<file path="config.mk">
export PLATFORM = sky130hd
export DESIGN_NAME = bit_destuffer
export DESIGN_NICKNAME = d
export VERILOG_FILES = /design/src/rtl/bit_destuffer.sv
export SDC_FILE = /design/constraint.sdc
export NUM_CORES = 1
export LEC_CHECK = 0
export CORE_AREA = 2 2 39 41
export CTS_BUF_LIST = sky130_fd_sc_hd__clkbuf_16
export CTS_CLUSTER_DIAMETER = 30
export DETAILED_ROUTE_END_ITERATION = 8
export DIE_AREA = 0 0 41 43
export HOLD_SLACK_MARGIN = 0.08
export PLACE_DENSITY = 0.69
export SLEW_MARGIN = 5
export SYNTH_ARGS = -nofsm -noshare
export SYNTH_HDL_FRONTEND = slang
export SYNTH_SLANG_ARGS = --single-unit
</file>
<file path="constraint.sdc">
create_clock -name clk -period 3.6 [get_ports clk]
set_input_delay 0.72 -clock clk [delete_from_list [all_inputs] [get_ports clk]]
set_output_delay 0.72 -clock clk [all_outputs]
set_load 0.02 [all_outputs]
</file>
<file path="src/rtl/bit_destuffer.sv">
// Receive-side bit destuffer: tracks runs of equal bits inside the stuffing
// region, flags the stuff bit that must follow STUFF_LEN equal bits, and
// latches a stuff violation. All outputs are registered one clk after sp.
module bit_destuffer #(
    parameter int STUFF_LEN = 5
) (
    input  logic       clk,
    input  logic       reset,
    input  logic       sp,
    input  logic       rx_bit,
    input  logic       enable,
    input  logic       clear,
    output logic       sp_out,
    output logic       bit_out,
    output logic       isStuff,
    output logic       bit_valid,
    output logic       stuff_err,
    output logic [2:0] run_len
);

    typedef enum logic [1:0] {IDLE, COUNT, EXPECT_STUFF, ERROR} state_t;

    localparam logic [2:0] LEN = 3'(STUFF_LEN);
    // A freshly started run of one bit already satisfies a run length of one.
    localparam state_t FIRST_ST = (LEN == 3'd1) ? EXPECT_STUFF : COUNT;

    state_t state;
    logic   last_bit;

    // Run tracking FSM with registered per-bit outputs.
    always_ff @(posedge clk or negedge reset) begin
        if (!reset) begin
            state     <= IDLE;
            last_bit  <= 1'b1;
            run_len   <= 3'd0;
            sp_out    <= 1'b0;
            bit_out   <= 1'b0;
            isStuff   <= 1'b0;
            bit_valid <= 1'b0;
            stuff_err <= 1'b0;
        end else begin
            // Default per-bit pulses; a stuff bit overrides bit_valid below.
            sp_out    <= sp;
            bit_valid <= sp;
            isStuff   <= 1'b0;
            if (sp) bit_out <= rx_bit;

            if (!enable) begin
                // Outside the stuffing region: pass bits through, no tracking.
                state   <= IDLE;
                run_len <= 3'd0;
                if (clear) stuff_err <= 1'b0;
            end else if (clear || state == IDLE) begin
                // Start of a region (or restart): a simultaneous sp is the
                // first bit of the new run.
                if (clear) stuff_err <= 1'b0;
                if (sp) begin
                    last_bit <= rx_bit;
                    run_len  <= 3'd1;
                    state    <= FIRST_ST;
                end else begin
                    state    <= IDLE;
                    run_len  <= 3'd0;
                end
            end else if (sp) begin
                case (state)
                    COUNT: begin
                        if (rx_bit == last_bit) begin
                            run_len <= run_len + 3'd1;
                            if (run_len + 3'd1 == LEN) state <= EXPECT_STUFF;
                        end else begin
                            last_bit <= rx_bit;
                            run_len  <= 3'd1;
                            state    <= FIRST_ST;
                        end
                    end
                    EXPECT_STUFF: begin
                        if (rx_bit != last_bit) begin
                            // Stuff bit: dropped from payload, starts new run.
                            isStuff   <= 1'b1;
                            bit_valid <= 1'b0;
                            last_bit  <= rx_bit;
                            run_len   <= 3'd1;
                            state     <= FIRST_ST;
                        end else begin
                            // Violation: run_len stays saturated at LEN.
                            stuff_err <= 1'b1;
                            state     <= ERROR;
                        end
                    end
                    default: ;  // ERROR holds run_len; bits still pass through
                endcase
            end
        end
    end

endmodule
</file>
==> metrics.md, run 1 <==
| Metric | Value |
|---|---|
| Hold Crit Depth | `1` |
| Hold Crit Class | `flip-flop to flip-flop` |
| Synth warn | `0` |
| Leakage | `around 0.35 nW` |
| R2R depth | `6` |
| Htree depth | `1` |
| Post-DRT Antenna Nets | `0` |
| Most frequent cells in the layout | `13 x clkdlybuf4s50_1, 10 x dfrtp_1, 8 x inv_1` |
| Share of post-route cells with drive strength above 1 | `between 10% and 20%` |
| Reg power frac | `around 34%` |
| Total negative slack | `0 ps` |
| CP arrival | `2450 ps` |
| Max Cap Viol | `0` |
| Slew HR | `66.0%` |
| Synth cell types | `26` |
| Critical path class | `input pin to flip-flop` |
| Worst-Skew Late Latency | `around 240 ps` |
| Syn Nets | `68` |
| Crit path time final | `2330 ps` |
| Initial antenna violation count | `0` |
| Post-CTS Setup Bufs | `0` |
| Clock power frac | `approximately 50%` |
| DR DRC count | `0` |
| Crit path cell chain | `clkdlybuf4s50_1, xor2_1, or4b_4, o21ai_2, mux2_1` |
| Post-Route Skew | `about 1.0 ps` |
| Mapped Cells | `57` |
| RSZ-0062 raised after global routing | `no` |
| Peak Freq | `around 0.43 GHz` |
| PwrDens | `around 500 mW/mm²` |
| Via/cell ratio | `5.22` |
| Routed wire length | `1.14 mm` |
| Worst reg2reg startpoint | `state[1]` |
| Reg2reg end | `run_len[0]` |
| First-pass GRT wire length | `around 1.9 mm` |
| Vias | `470` |
| Die Wd | `between 40 and 50 µm` |
| Final setup fails | `0` |
| Total track usage | `17.1%` |
| Final Hold Viols | `0` |
| Num CTS Buffers | `3` |
| Worst setup EP type | `flip-flop` |
| Net Sw Power | `about 0.1 mW` |
| Worst hold slack | `521 ps` |
| Grt total ovfl | `0` |
| Min-Delay Startpoint | `bit_out` |
| Antenna diodes | `0` |
| Internal power | `between 0.3 and 0.4 mW` |
| Worst-Margin Slew | `between 500 and 600 ps` |
| CP Data Required Time | `about 3700 ps` |
| Placed Area | `roughly 750 µm²` |
| Largest net degree at the start of global routing | `12` |
| Register area share after synthesis | `46.4%` |
| Clock Sink Count | `11` |
| Post-cts resize count | `0` |
| Fin. max-slew vios | `0` |
| Dpl ws | `1040 ps` |
| CTS tree | `yes` |
| CTS Hold Bufs | `0` |
| Cell family with most CP delay | `simple AND/OR/NAND/NOR gates` |
| Worst-path maximum fanout | `6` |
| Per-cell routed wire length | `around 13 µm` |
| Pre-antenna DRT Iters | `4` |
| Avg Inst Size Synth | `about 10 µm²` |
| IO Pins | `14` |
| PortBufs | `13` |
| Combinational Power Share | `16.6%` |
| Setup slack, reg-to-reg | `~1700 ps` |
| Starting Density | `a little over two fifths` |
| Final net count | `86` |
| Setup crit start | `rx_bit` |
| Clock slew at reported path FFs | `40 ps` |
| Gp weighted congestion | `~0.73` |
| Worst path buffer plus inverter count | `1` |
| Net Sw Frac | `about a quarter` |
| CP max-delay cell | `or4b_4` |
| Post-route cell area | `826 µm²` |
| Root buf cell | `clkbuf_16` |
| Cell Area, Synth | `around 600 µm²` |
| Hold EP | `bit_out` |
| Hpwl dp | `845 µm` |
| Std cell rows | `14` |
| Commonest non-fill, non-tap cell in the layout | `clkdlybuf4s50_1` |
| Final Cycle Share | `roughly two thirds` |
| Max clock buf depth | `2` |
| Final worst slack | `about 1300 ps` |
| Max VDD drop | `between 0.0003 and 0.0004 V` |
| Die height | `~43 µm` |
| Die area | `approximately 0.0018 mm²` |
| Vias in the first global route | `~460` |
| Iter 0 DRT Violations | `16` |
| CP startpoint kind | `input pin` |
| FF+latch count, synth | `11` |
| Layout area overhead | `38.7%` |
| Status | `finished clean` |
| Peak per-stage delay on the critical path | `about 580 ps` |
| CORE AREA | `roughly 0.0014 mm²` |
kinds of logic (layout without fill, tap and decap cells):
logic type	count (synthesis)	in the layout	synth area share, %
and+or+nand+nor	14	14	14.3
AOI/OAI and AO/OA	13	13	13.4
DFF	11	11	46.4
buffers and inverters	8	25	5.04
adders and majority gates	5	5	10.5
muxes	4	4	7.35
xor gates and xnor gates	2	2	2.94
registers in the layout, summed over array words and instances, names as in the netlist:
signal	count
run_len	3
state	2
bit_out	1
bit_valid	1
isStuff	1
last_bit	1
sp_out	1
stuff_err	1
power groups by stage:
stage,logic (mW),registers [mW],clock network (mW)
5_1_grt,0.0757,0.142,0.215
3_5_place_dp,0.0680,0.143,0
4_1_cts,0.0686,0.142,0.208
3_3_place_gp,0.0677,0.142,0
2_1_floorplan,0.0372,0.147,0
6_report,0.0682,0.141,0.202
worst max-delay path by stage:
stage	endpoint	slack, ps	cells past startpoint
global route	run_len[0]	1180	5
global placement	run_len[0]	1060	5
finish	run_len[0]	1270	5
floorplan	run_len[0]	1580	4
CTS	run_len[0]	1270	5
detailed placement	run_len[0]	1040	5
final cells by class:
class                           count  area, µm²
Multi-Input combinational cell     38        289
Inverter                            8       30.0
Timing Repair Buffer               13        130
Tap cell                           16       20.0
Clock inverter                      1       5.00
Clock buffer                        3       75.1
Sequential cell                    11        277
Fill cell                         127        558
synthesized netlist by cell type:
library cell	number	share of area (%)
dfrtp_1	10	42
inv_1	8	5.0
ha_1	5	11
a21oi_1	4	3.4
nand3_1	3	2.5
o21ai_0	3	2.5
mux2_2	2	3.8
nand2_1	2	1.3
nor2_1	2	1.3
nor3b_1	2	2.5
a211oi_1	1	1.3
a22o_1	1	1.5
a31oi_1	1	1.1
dfstp_2	1	4.4
mux2_1	1	1.9
mux2i_1	1	1.7
nand2b_1	1	1.1
nor4_1	1	1.1
o21ai_1	1	0.84
o21ai_2	1	1.5
o32ai_1	1	1.5
or2_2	1	1.1
or4_1	1	1.3
or4b_4	1	2.3
xnor2_1	1	1.5
xor2_1	1	1.5
per-stage QoR:
stage	power [mW]	std cells	utilization (%)
3_3_place_gp	0.210	86	53.9
6_report	0.412	90	59.7
3_5_place_dp	0.211	86	53.9
2_1_floorplan	0.184	57	-
5_1_grt	0.434	90	59.7
4_1_cts	0.419	90	59.7
layer usage:
layer | routed length (µm) | track usage, % | part of all wire (%)
met1 | 496 | 19.9 | 44
met2 | 572 | 24.7 | 50
met3 | 53 | 6.28 | 4.7
met4 | 14 | 12.0 | 1.2
met5 | 0 | 0 | 0
Power figures use the tool's default switching activity.
==> inputs of run 2 (changes only) <==
==> constraint.sdc (replaced) <==
create_clock -name clk -period 2.2 [get_ports clk]
set_input_delay 0.44 -clock clk [delete_from_list [all_inputs] [get_ports clk]]
set_output_delay 0.44 -clock clk [all_outputs]
set_load 0.02 [all_outputs]
==> metrics.md, run 2 (synthesis gave the netlist of run 1 again) <==
| Metric | Value |
|---|---|
| Status | `finished clean` |
| CP Data Required Time | `2380 ps` |
| Top flop regs | `run_len (3), state (2)` |
| Worst setup EP type | `flip-flop` |
| Combinational Power Share | `between 10% and 20%` |
| CP arrival | `about 2200 ps` |
| Worst reg2reg startpoint | `state[1]` |
| First-pass GRT wire length | `about 2.0 mm` |
| Fin. max-slew vios | `0` |
| RSZ-0062 raised after global routing | `no` |
| Fill cell count | `between 100 and 150` |
| Gp weighted congestion | `approximately 0.77` |
| Clock Sink Count | `11` |
| Clock slew at reported path FFs | `approximately 40 ps` |
| Commonest non-fill, non-tap cell in the layout | `clkdlybuf4s50_1` |
| Hpwl dp | `a little under 900 µm` |
| Worst-Margin Slew | `~480 ps` |
| Largest Register | `run_len` |
| Critical path class | `input pin to flip-flop` |
| Die height | `roughly 43 µm` |
| Leakage | `0.364 nW` |
| Register area | `approximately 280 µm²` |
| Reg power frac | `approximately 34%` |
| Final net count | `89` |
| Total track usage | `a little under a fifth` |
| Hold Crit Class | `flip-flop to flip-flop` |
| IO Pins | `14` |
| Iter 0 DRT Violations | `7` |
| Final Hold Viols | `0` |
| Final setup fails | `0` |
| Crit path time final | `~2000 ps` |
| Net Sw Power | `0.165 mW` |
| Setup slack, reg-to-reg | `340 ps` |
| Vias | `477` |
| Placed cells | `just under 90` |
| Total negative slack | `0 ps` |
| Via/cell ratio | `5.13` |
| Peak Freq | `between 0.4 and 0.5 GHz` |
| Std cell rows | `14` |
| Initial antenna violation count | `0` |
| PwrDens | `roughly 800 mW/mm²` |
| Hold EP | `bit_out` |
| Final Non-Filler Cells | `93` |
| Post-CTS Setup Bufs | `0` |
| Antenna diodes | `0` |
| Post-Route Skew | `around 0.60 ps` |
| CORE AREA | `0.00138 mm²` |
| Slew HR | `between 60% and 70%` |
| Min-Delay Startpoint | `bit_out` |
| Post-cts resize count | `0` |
| Multi-input gate area | `just under 300 µm²` |
| Crit path cell chain | `clkdlybuf4s50_1, xor2_1, or4b_4, buf_4, nor3b_1, a22o_1` |
| Peak per-stage delay on the critical path | `between 500 and 600 ps` |
| R2R depth | `6` |
| Htree depth | `1` |
| Final Cycle Share | `roughly nine tenths` |
| Max VDD drop | `roughly 0.00053 V` |
| CTS tree | `yes` |
| CP max-delay cell | `or4b_4` |
| CTS Hold Bufs | `0` |
| Most frequent cells in the layout | `13 x clkdlybuf4s50_1, 10 x dfrtp_1, 8 x inv_1` |
| Dpl ws | `-31.7 ps` |
| Num CTS Buffers | `3` |
| Placed Area | `between 700 and 800 µm²` |
| Per-cell routed wire length | `around 13 µm` |
| Layout area overhead | `42.4%` |
| Max clock buf depth | `2` |
| Share of post-route cells with drive strength above 1 | `16.9%` |
| Number of flip-flops in the largest register | `3` |
| Max Cap Viol | `0` |
| Internal power | `roughly 0.52 mW` |
| Reg2reg end | `run_len[1]` |
| DR DRC count | `0` |
| Die Wd | `41 µm` |
| CP startpoint kind | `input pin` |
| Grt total ovfl | `0` |
| Worst-Skew Late Latency | `around 240 ps` |
| Pre-antenna DRT Iters | `4` |
| Final worst slack | `approximately 200 ps` |
| Post-DRT Antenna Nets | `0` |
| Net Sw Frac | `~24%` |
| Starting Density | `a little over two fifths` |
| Die area | `approximately 0.0018 mm²` |
| Routed wire length | `~1.2 mm` |
| Post-route cell area | `about 850 µm²` |
| Hold Crit Depth | `1` |
| Worst-path maximum fanout | `5` |
| Largest net degree at the start of global routing | `12` |
| Clock power frac | `between 40% and 50%` |
| PortBufs | `13` |
| Root buf cell | `clkbuf_16` |
| Vias in the first global route | `423` |
run 2: changes by cell type in the layout (fill, tap and decap cells not counted), sizes merged:
cell,before,now
buf,0,3
run 2: metrics by stage:
stage	hold WS [ps]	power, mW	util, %
finish	504	0.686	61.3
global route	558	0.721	61.3
CTS	506	0.692	61.3
detailed placement	496	0.355	55.5
global placement	506	0.354	55.5
floorplan	144	0.301	-
run 2: critical path, delay by kind of cell:
family                 cells  cell delay (ps)
AND/OR/NAND/NOR            2              760
buffers and inverters      2              620
XOR/XNOR                   1              180
AO/OA/AOI/OAI              1              180
run 2: power groups by stage:
stage               clock network, mW  logic (mW)  registers, mW
finish                          0.330       0.125          0.231
global route                    0.350       0.138          0.233
CTS                             0.336       0.125          0.231
detailed placement                  0       0.122          0.233
global placement                    0       0.120          0.233
floorplan                           0      0.0608          0.240
run 2: worst max-delay path by stage:
stage	start	to	depth (start not counted)
2_1_floorplan	state[0]	run_len[0]	5
3_3_place_gp	rx_bit	run_len[1]	6
3_5_place_dp	rx_bit	run_len[1]	6
4_1_cts	rx_bit	run_len[1]	6
5_1_grt	rx_bit	run_len[1]	6
6_report	rx_bit	run_len[1]	6
run 2: layout make-up:
class                      count  share of cell area [%]
sequential                    11                    32.6
timing repair buffer          16                    18.0
inverter                       8                    3.54
multi-input combinational     38                    34.1
tap                           16                    2.36
clock buffer                   3                    8.85
clock inverter                 1                   0.590
run 2: layer usage:
metal	global-route usage, %	vias to the layer above	part of all wire [%]	routed length, µm
met2	23.8	11	47	580
met5	0	-	0	0
met3	4.71	5	3.8	47
li1	-	242	-	-
met1	25.3	219	46	557
met4	12.0	0	3.1	38
